### src/rtl/ibis_pkg.sv
`default_nettype none
// ============================================================================
// Module  : ibis_pkg
// Brief   : Shared types and defaults for the ibis voice blocks.
// Revision: 1.0 - initial stepper state type and step width default
// ============================================================================
package ibis_pkg;

  localparam int IBIS_STEP_BITS = 5;

  typedef enum logic [1:0] {
    IDLE  = 2'd0,
    PRIME = 2'd1,
    RUN   = 2'd2
  } ibis_stepper_state_t;

endpackage
`default_nettype wire

### src/rtl/ibis_step_event_slot.sv
`default_nettype none
// ============================================================================
// Module  : ibis_step_event_slot
// Brief   : One-entry valid/ready holding register for step events.
// Revision: 1.0 - initial release
// ============================================================================
module ibis_step_event_slot #(
  parameter int WIDTH = 5
) (
  input  logic             clk,
  input  logic             rst,
  input  logic             event_req,
  input  logic [WIDTH-1:0] event_data,
  input  logic             flush,
  input  logic             ready,
  output logic             valid,
  output logic [WIDTH-1:0] data,
  output logic             load,
  output logic             drop,
  output logic             overrun
);

  // A flush both empties the slot and swallows any event offered with it.
  assign load    = event_req & ~flush & (~valid | ready);
  assign overrun = event_req & ~flush & valid & ~ready;
  assign drop    = event_req & ~load;

  always_ff @(posedge clk) begin
    if (rst) begin
      valid <= 1'b0;
      data  <= '0;
    end else if (flush) begin
      valid <= 1'b0;
    end else if (load) begin
      valid <= 1'b1;
      data  <= event_data;
    end else if (valid & ready) begin
      valid <= 1'b0;
    end
  end

endmodule
`default_nettype wire

### src/rtl/ibis_wave_stepper.sv
`default_nettype none
// ============================================================================
// Module  : ibis_wave_stepper
// Brief   : Wavetable step sequencer driving phase_reset of the accumulator.
//           Optional overrun counter: IBIS_WAVE_STEPPER_OVERRUN_EN.
// Revision: 1.0 - initial release
// ============================================================================
module ibis_wave_stepper
  import ibis_pkg::*;
#(
  parameter int STEP_BITS = IBIS_STEP_BITS
`ifdef IBIS_WAVE_STEPPER_OVERRUN_EN
  ,
  parameter int OVR_WIDTH = 8
`endif
) (
  input  logic                 aclk,
  input  logic                 areset,
  input  logic                 enable,
  input  logic                 key_on,
  input  logic                 key_off,
  input  logic [STEP_BITS-1:0] loop_start,
  input  logic [STEP_BITS-1:0] loop_end,
  input  logic                 phase_is_zero,
  output logic                 phase_reset,
  output logic [STEP_BITS-1:0] step_index,
  output logic                 step_valid,
  input  logic                 step_ready,
  output logic                 active,
  output logic [STEP_BITS-1:0] DEBUG_step
`ifdef IBIS_WAVE_STEPPER_OVERRUN_EN
  ,
  output logic [OVR_WIDTH-1:0] overrun_count
`endif
);

  ibis_stepper_state_t  state_q, state_d;
  logic [STEP_BITS-1:0] step_q, step_d;
  logic [STEP_BITS-1:0] step_inc;
  logic [STEP_BITS-1:0] event_data;
  logic                 event_req;
  logic                 flush;
  logic                 slot_load, slot_drop, slot_overrun;

  assign step_inc = (step_q == loop_end) ? loop_start : step_q + STEP_BITS'(1);

  always_ff @(posedge aclk) begin
    if (areset) begin
      state_q <= IDLE;
      step_q  <= '0;
    end else begin
      state_q <= state_d;
      step_q  <= step_d;
    end
  end

  always_comb begin
    state_d     = state_q;
    step_d      = step_q;
    phase_reset = 1'b0;
    event_req   = 1'b0;
    event_data  = step_q;
    flush       = 1'b0;

    case (state_q)
      IDLE: begin
      end
      PRIME: begin
        phase_reset = enable;
        event_req   = enable;
        if (enable) state_d = RUN;
      end
      RUN: begin
        phase_reset = enable & phase_is_zero;
        if (enable & phase_is_zero) begin
          event_req  = 1'b1;
          event_data = step_inc;
          step_d     = step_inc;
        end
      end
      default: state_d = IDLE;
    endcase

    // Key events override the step; the flush makes the slot drop its event.
    if (enable & key_on) begin
      state_d = PRIME;
      step_d  = loop_start;
      flush   = 1'b1;
    end else if (enable & key_off & (state_q != IDLE)) begin
      state_d = IDLE;
      step_d  = step_q;
      flush   = 1'b1;
    end
  end

  assign active     = (state_q != IDLE);
  assign DEBUG_step = step_q;

  ibis_step_event_slot #(
    .WIDTH (STEP_BITS)
  ) u_slot (
    .clk        (aclk),
    .rst        (areset),
    .event_req  (event_req),
    .event_data (event_data),
    .flush      (flush),
    .ready      (step_ready),
    .valid      (step_valid),
    .data       (step_index),
    .load       (slot_load),
    .drop       (slot_drop),
    .overrun    (slot_overrun)
  );

`ifdef IBIS_WAVE_STEPPER_OVERRUN_EN
  logic unused_slot_flags;
  assign unused_slot_flags = slot_load ^ slot_drop;

  always_ff @(posedge aclk) begin
    if (areset) begin
      overrun_count <= '0;
    end else if (slot_overrun && (overrun_count != {OVR_WIDTH{1'b1}})) begin
      overrun_count <= overrun_count + OVR_WIDTH'(1);
    end
  end
`else
  logic unused_slot_flags;
  assign unused_slot_flags = slot_load ^ slot_drop ^ slot_overrun;
`endif

endmodule
`default_nettype wire

### config.mk
export PLATFORM = sky130hd
export DESIGN_NAME = ibis_wave_stepper
export DESIGN_NICKNAME = d
export VERILOG_FILES = /design/src/rtl/ibis_pkg.sv /design/src/rtl/ibis_step_event_slot.sv /design/src/rtl/ibis_wave_stepper.sv
export SDC_FILE = /design/constraint.sdc
export NUM_CORES = 1
export LEC_CHECK = 0
export BUFFER_PORTS_ARGS = -buffer_cell sky130_fd_sc_hd__buf_2
export CAP_MARGIN = 20
export CORE_UTILIZATION = 54
export CTS_CLUSTER_DIAMETER = 150
export CTS_CLUSTER_SIZE = 25
export DETAILED_ROUTE_END_ITERATION = 10
export MAX_ROUTING_LAYER = met4
export PLACE_DENSITY = 0.93
export SKIP_LAST_GASP = 1
export SYNTH_ARGS = -nofsm -noshare
export SYNTH_HDL_FRONTEND = slang
export SYNTH_HIERARCHICAL = 1
export SYNTH_SLANG_ARGS = --single-unit
### constraint.sdc
create_clock -name aclk -period 4.21 [get_ports aclk]
set_input_delay 0.842 -clock aclk [delete_from_list [all_inputs] [get_ports aclk]]
set_output_delay 0.842 -clock aclk [all_outputs]
set_load 0.1 [all_outputs]
Word level (Yosys, flattened, before mapping)
Cells that the tools add are included.
{"block": "word_totals", "reg_bits": 13, "inputBits": 17, "output_inout_bits": 13, "word_cells": 49}
{"block": "op_classes", "n_addsub": 1, "eq_ne": 7, "n_mux": 16, "bitwise": 11, "reduce_logical": 9}
{"cell": "$mux W5", "count": 5}
{"cell": "$and A1 B1 Y1", "count": 7}
{"cell": "$mux W1", "count": 7}
{"cell": "$reduce_and A2 Y1", "count": 3}
{"cell": "$add A5 B1 Y5 const B", "count": 1}
{"cell": "$eq A5 B5 Y1", "count": 1}
{"cell": "$ne A2 B2 Y1 const B", "count": 2}
{"cell": "$ne A4 B4 Y1 const B", "count": 1}
{"cell": "$pmux W1 S2", "count": 2}
{"cell": "$pmux W2 S2", "count": 1}
{"cell": "$reduce_bool A2 Y1", "count": 2}
{"cell": "$reduce_or A2 Y1", "count": 2}
{"cell": "$ne A3 B1 Y1 const B", "count": 1}
{"cell": "$not A1 Y1", "count": 3}
{"cell": "$reduce_or A3 Y1", "count": 1}
{"cell": "$eq A2 B1 Y1 const B", "count": 1}
{"cell": "$eq A2 B2 Y1 const B", "count": 1}
{"cell": "$logic_not A2 Y1", "count": 1}
{"cell": "$mux W2", "count": 1}
{"cell": "$or A1 B1 Y1", "count": 1}

Logic depth before layout (Yosys ltp)
{"block": "logic_depth", "word_depth": 8, "ltp_mapped": 9, "depth_no_buf": 9}

Hierarchy
The synthesis kept the hierarchy.
{"mod": "ibis_wave_stepper", "instances": 1, "cells_each": 86, "area_each_um2": 700.7, "seq_area_each_um2": 140.1}
{"mod": "ibis_step_event_slot", "instances": 1, "cells_each": 29, "area_each_um2": 297.8, "seq_area_each_um2": 120.1}

Worst setup path after synthesis
OpenSTA, ideal clock, no wires.
{"block": "synth_path", "path_type": "input to register", "start": "input enable", "end": "register u_slot.data[0]", "setup_ns": 0.072, "arrival_time_ns": 4.450, "required_time_ns": 4.138, "path_slack_ns": -0.312, "path_stages": 7, "path_buffers": 3, "path_cell_list": "buf_2 nand3_1 clkbuf_1 a21boi_0 nor3b_2 buf_6 mux2i_1"}
{"block": "synth_via", "elab_chain_len": 8, "word_cells_on_any_way": 14, "cone_classes": "6 x mux; 7 x bitwise; 1 x reduce/logical"}
{"element": "start: declaration", "line_no": "ibis_wave_stepper.sv:19", "text": "input logic enable,"}
{"element": "$and A1 B1 Y1 (2 in a row)", "line_no": "ibis_wave_stepper.sv:89", "text": "end else if (enable & key_off & (state_q != IDLE)) begin"}
{"element": "$mux W1", "line_no": "ibis_wave_stepper.sv:89"}
{"element": "$mux W1", "line_no": "ibis_wave_stepper.sv:85", "text": "if (enable & key_on) begin"}
{"element": "$not A1 Y1"}
{"element": "$and A1 B1 Y1 (*) (2 in a row)", "line_no": "ibis_step_event_slot.sv:24", "text": "assign load = event_req & ~flush & (~valid | ready);"}
{"element": "net slot_load", "line_no": "ibis_wave_stepper.sv:43", "text": "logic slot_load, slot_drop, slot_overrun;"}
{"element": "$reduce_and A2 Y1 (no source line) (*)"}
{"element": "end signal: assignment", "line_no": "ibis_step_event_slot.sv:36", "text": "data <= event_data;"}
{"element": "end: declaration", "line_no": "ibis_step_event_slot.sv:17", "text": "output logic [WIDTH-1:0] data,"}
The timed path passes the listed nets; every way through them passes the cells marked *.
A chain may end at the register's enable or synchronous reset.

Worst setup path after layout
{"block": "layout_path", "start": "input enable", "end": "output phase_reset"}
{"block": "layout_via", "elab_chain_len": 2}
{"element": "$and A1 B1 Y1", "line_no": "ibis_wave_stepper.sv:74", "text": "phase_reset = enable & phase_is_zero;"}
{"element": "$pmux W1 S2 (*)", "line_no": "ibis_wave_stepper.sv:65", "text": "case (state_q)"}
{"element": "end: declaration", "line_no": "ibis_wave_stepper.sv:25", "text": "output logic phase_reset,"}
Every way passes the cells marked *; elsewhere a longest branch is shown, timed or not.

==> flow_summary.yaml <==
worst_setup_path:
  critical_path_required_ns: 3.37
  crit_family: "buffers and inverters"
  path_cells: "buf_2, nand3_1, a21boi_1, buf_2"
  critPathMaxFanout: 12
  worst-path-buf-inv: 2
  worst_path_largest_cell_delay_ns: 0.47
  critical_path.endpoint_type: "output pin"
  worstSetupPathType: "primary input to output pin"
  critical_path_arrival_ns: 2.20
  slowest_stage: "buf_2"
  cp_common_cell: "buf_2"
  start_kind: "primary input"
global_route:
  met2_usage_pct: 45.29
  antenna_found_initial: 0
  grt_max_degree: 18
  grt_pass1_vias: 906
  gr-total-overflow: 0
  gr-usage-met1_pct: 27.11
  grtUsageTotal_pct: 26.13
  top_usage_layer: "met2"
  grt_use_met3_pct: 4.490
  grt_pass1_wl_um: 3629
clocking:
  tritoncts: "done"
  holdBufCountCts: 0
  clockBufferDepth: 2
  cts_root_buf: "clkbuf_4"
  clock_sinks: 13
  clk_pin_slew_ns: 0.08
  postCtsResizedCells: 0
  cts_setup_buffers: 0
  cts_buffers: 3
  clk_latency_ns: 0.29
  h-tree-depth: 1
logic_synthesis:
  synthesis.nets: 134
  synthCells: 113
  syn-cell-area_um2: 983.4
  syn_avg_cell_area_um2: 8.703
  yosys_warnings: 6
route:
  antenna_left: 0
  drt-initial-drc-count: 20
  vias_per_cell: 5.709
  dr.pass1.iters: 4
  routedWlPerCell_um: 13.97
  vias: 942
  wl_um: 2305
  drc: 0
floorplanning:
  dieArea_um2: 1996
  core-area_um2: 1708
  io_pins: 30
  start_util_pct: 57.58
  placementRows: 15
  fp.dieH_um: 44.68
  die_w_um: 44.68
cells_and_area:
  fillers: 156
  nets: 162
  syn2layout_area_growth_pct: 16.67
  multiInputGateArea_um2: 661.9
  final_common_cell: "buf_2"
  stdcell_count: 165
  regArea_um2: 260.3
  drive_gt1_share_pct: 30.00
  antennaDiodeCount: 0
  final_cell_mix: "29 x buf_2, 13 x dfxtp_1, 11 x nand2b_1, 9 x nand2_1"
timing:
  tightest_slew_ns: 0.5034
  rsz0062_at_grt: "false"
  fin_crit_sh_pct: 72.35
  hold_violations: 0
  fin_skew_ns: 0.01407
  period_needed_ns: 3.046
  setup_viol: 0
  slew_violations: 0
  setup_tns_ns: 0
  slew_headroom_pct: 66.29
  fmax_mhz: 328.3
placed_design:
  port_buffers: 29
  hpwl_um: 1779
  dp_cells: 161
  gp_congestion: 0.8471
job:
  maxCapViolCount: 0
min_path:
  min_path_type: "flop to flop"
pwr:
  power_density_nw_per_um2: 270.2
  irDropWorstVdd_mv: 0.2384
  p_leak_nw: 0.5226
status:
  status: "completed"
[per-layer routing]
metal / vias up / part of all wire, %
met5: - / 0
met4: 0 / 1.3
met3: 4 / 3.5
met2: 30 / 51
met1: 454 / 44
li1: 454 / -
[flip-flops by register name, indices dropped and copies added, names as in the netlist]
register / flops
DEBUG_step: 5
u_slot/data: 5
state_q: 2
u_slot/valid: 1
[through the flow]
| stage | power (W) | hold slack (ns) | cell area, um2 | setup slack, ns | util [%] |
|---|---|---|---|---|---|
| final | 0.0003100 | 0.4798 | 1147 | 1.164 | 67.18 |
| after global routing | 0.0003215 | 0.4998 | 1147 | 1.071 | 67.18 |
| after CTS | 0.0003097 | 0.4825 | 1147 | 1.207 | 67.18 |
| after detailed placement | 0.0002290 | 0.4656 | 1121 | 1.214 | 65.64 |
| after global placement | 0.0002256 | 0.4584 | 1121 | 1.280 | 65.64 |
| after floorplan | 0.0002092 | 0.4476 | 983.4 | 0.5888 | - |
[power by group]
| part | internal (W) | total, W | leakage, nW | switching, W |
|---|---|---|---|---|
| clock | 0.0000368 | 0.0000831 | 0.0150 | 0.0000462 |
| sequential | 0.000127 | 0.000134 | 0.106 | 0.00000688 |
| combinational | 0.0000290 | 0.0000931 | 0.402 | 0.0000641 |
[worst reg2reg max path, cell delays in order, from the launching register on]
cell and delay, ns:
dfxtp_1 0.34, inv_1 0.09, ha_1 0.19, nand3_1 0.36, a21boi_1 0.34, nor3b_2 0.49
mux2i_1 0.27
[final timing paths]
path                            cells past startpoint        endpoint  slack [ns]            from
worst min-delay path                                2  u_slot/data[0]        0.48  u_slot/data[0]
worst max register to register                      6  u_slot/data[2]        2.04      state_q[0]
worst max-delay path                                4     phase_reset        1.16          enable
worst min register to register                      2  u_slot/data[0]        0.48  u_slot/data[0]
[layout make-up]
cell class / count / share of cell area (%)
multi-input combinational: 88 / 57.69
timing repair buffer: 29 / 12.65
inverter: 6 / 1.963
clock buffer: 4 / 2.290
tap: 25 / 2.726
sequential: 13 / 22.68
No activity file was read; power rests on OpenSTA's default activity.
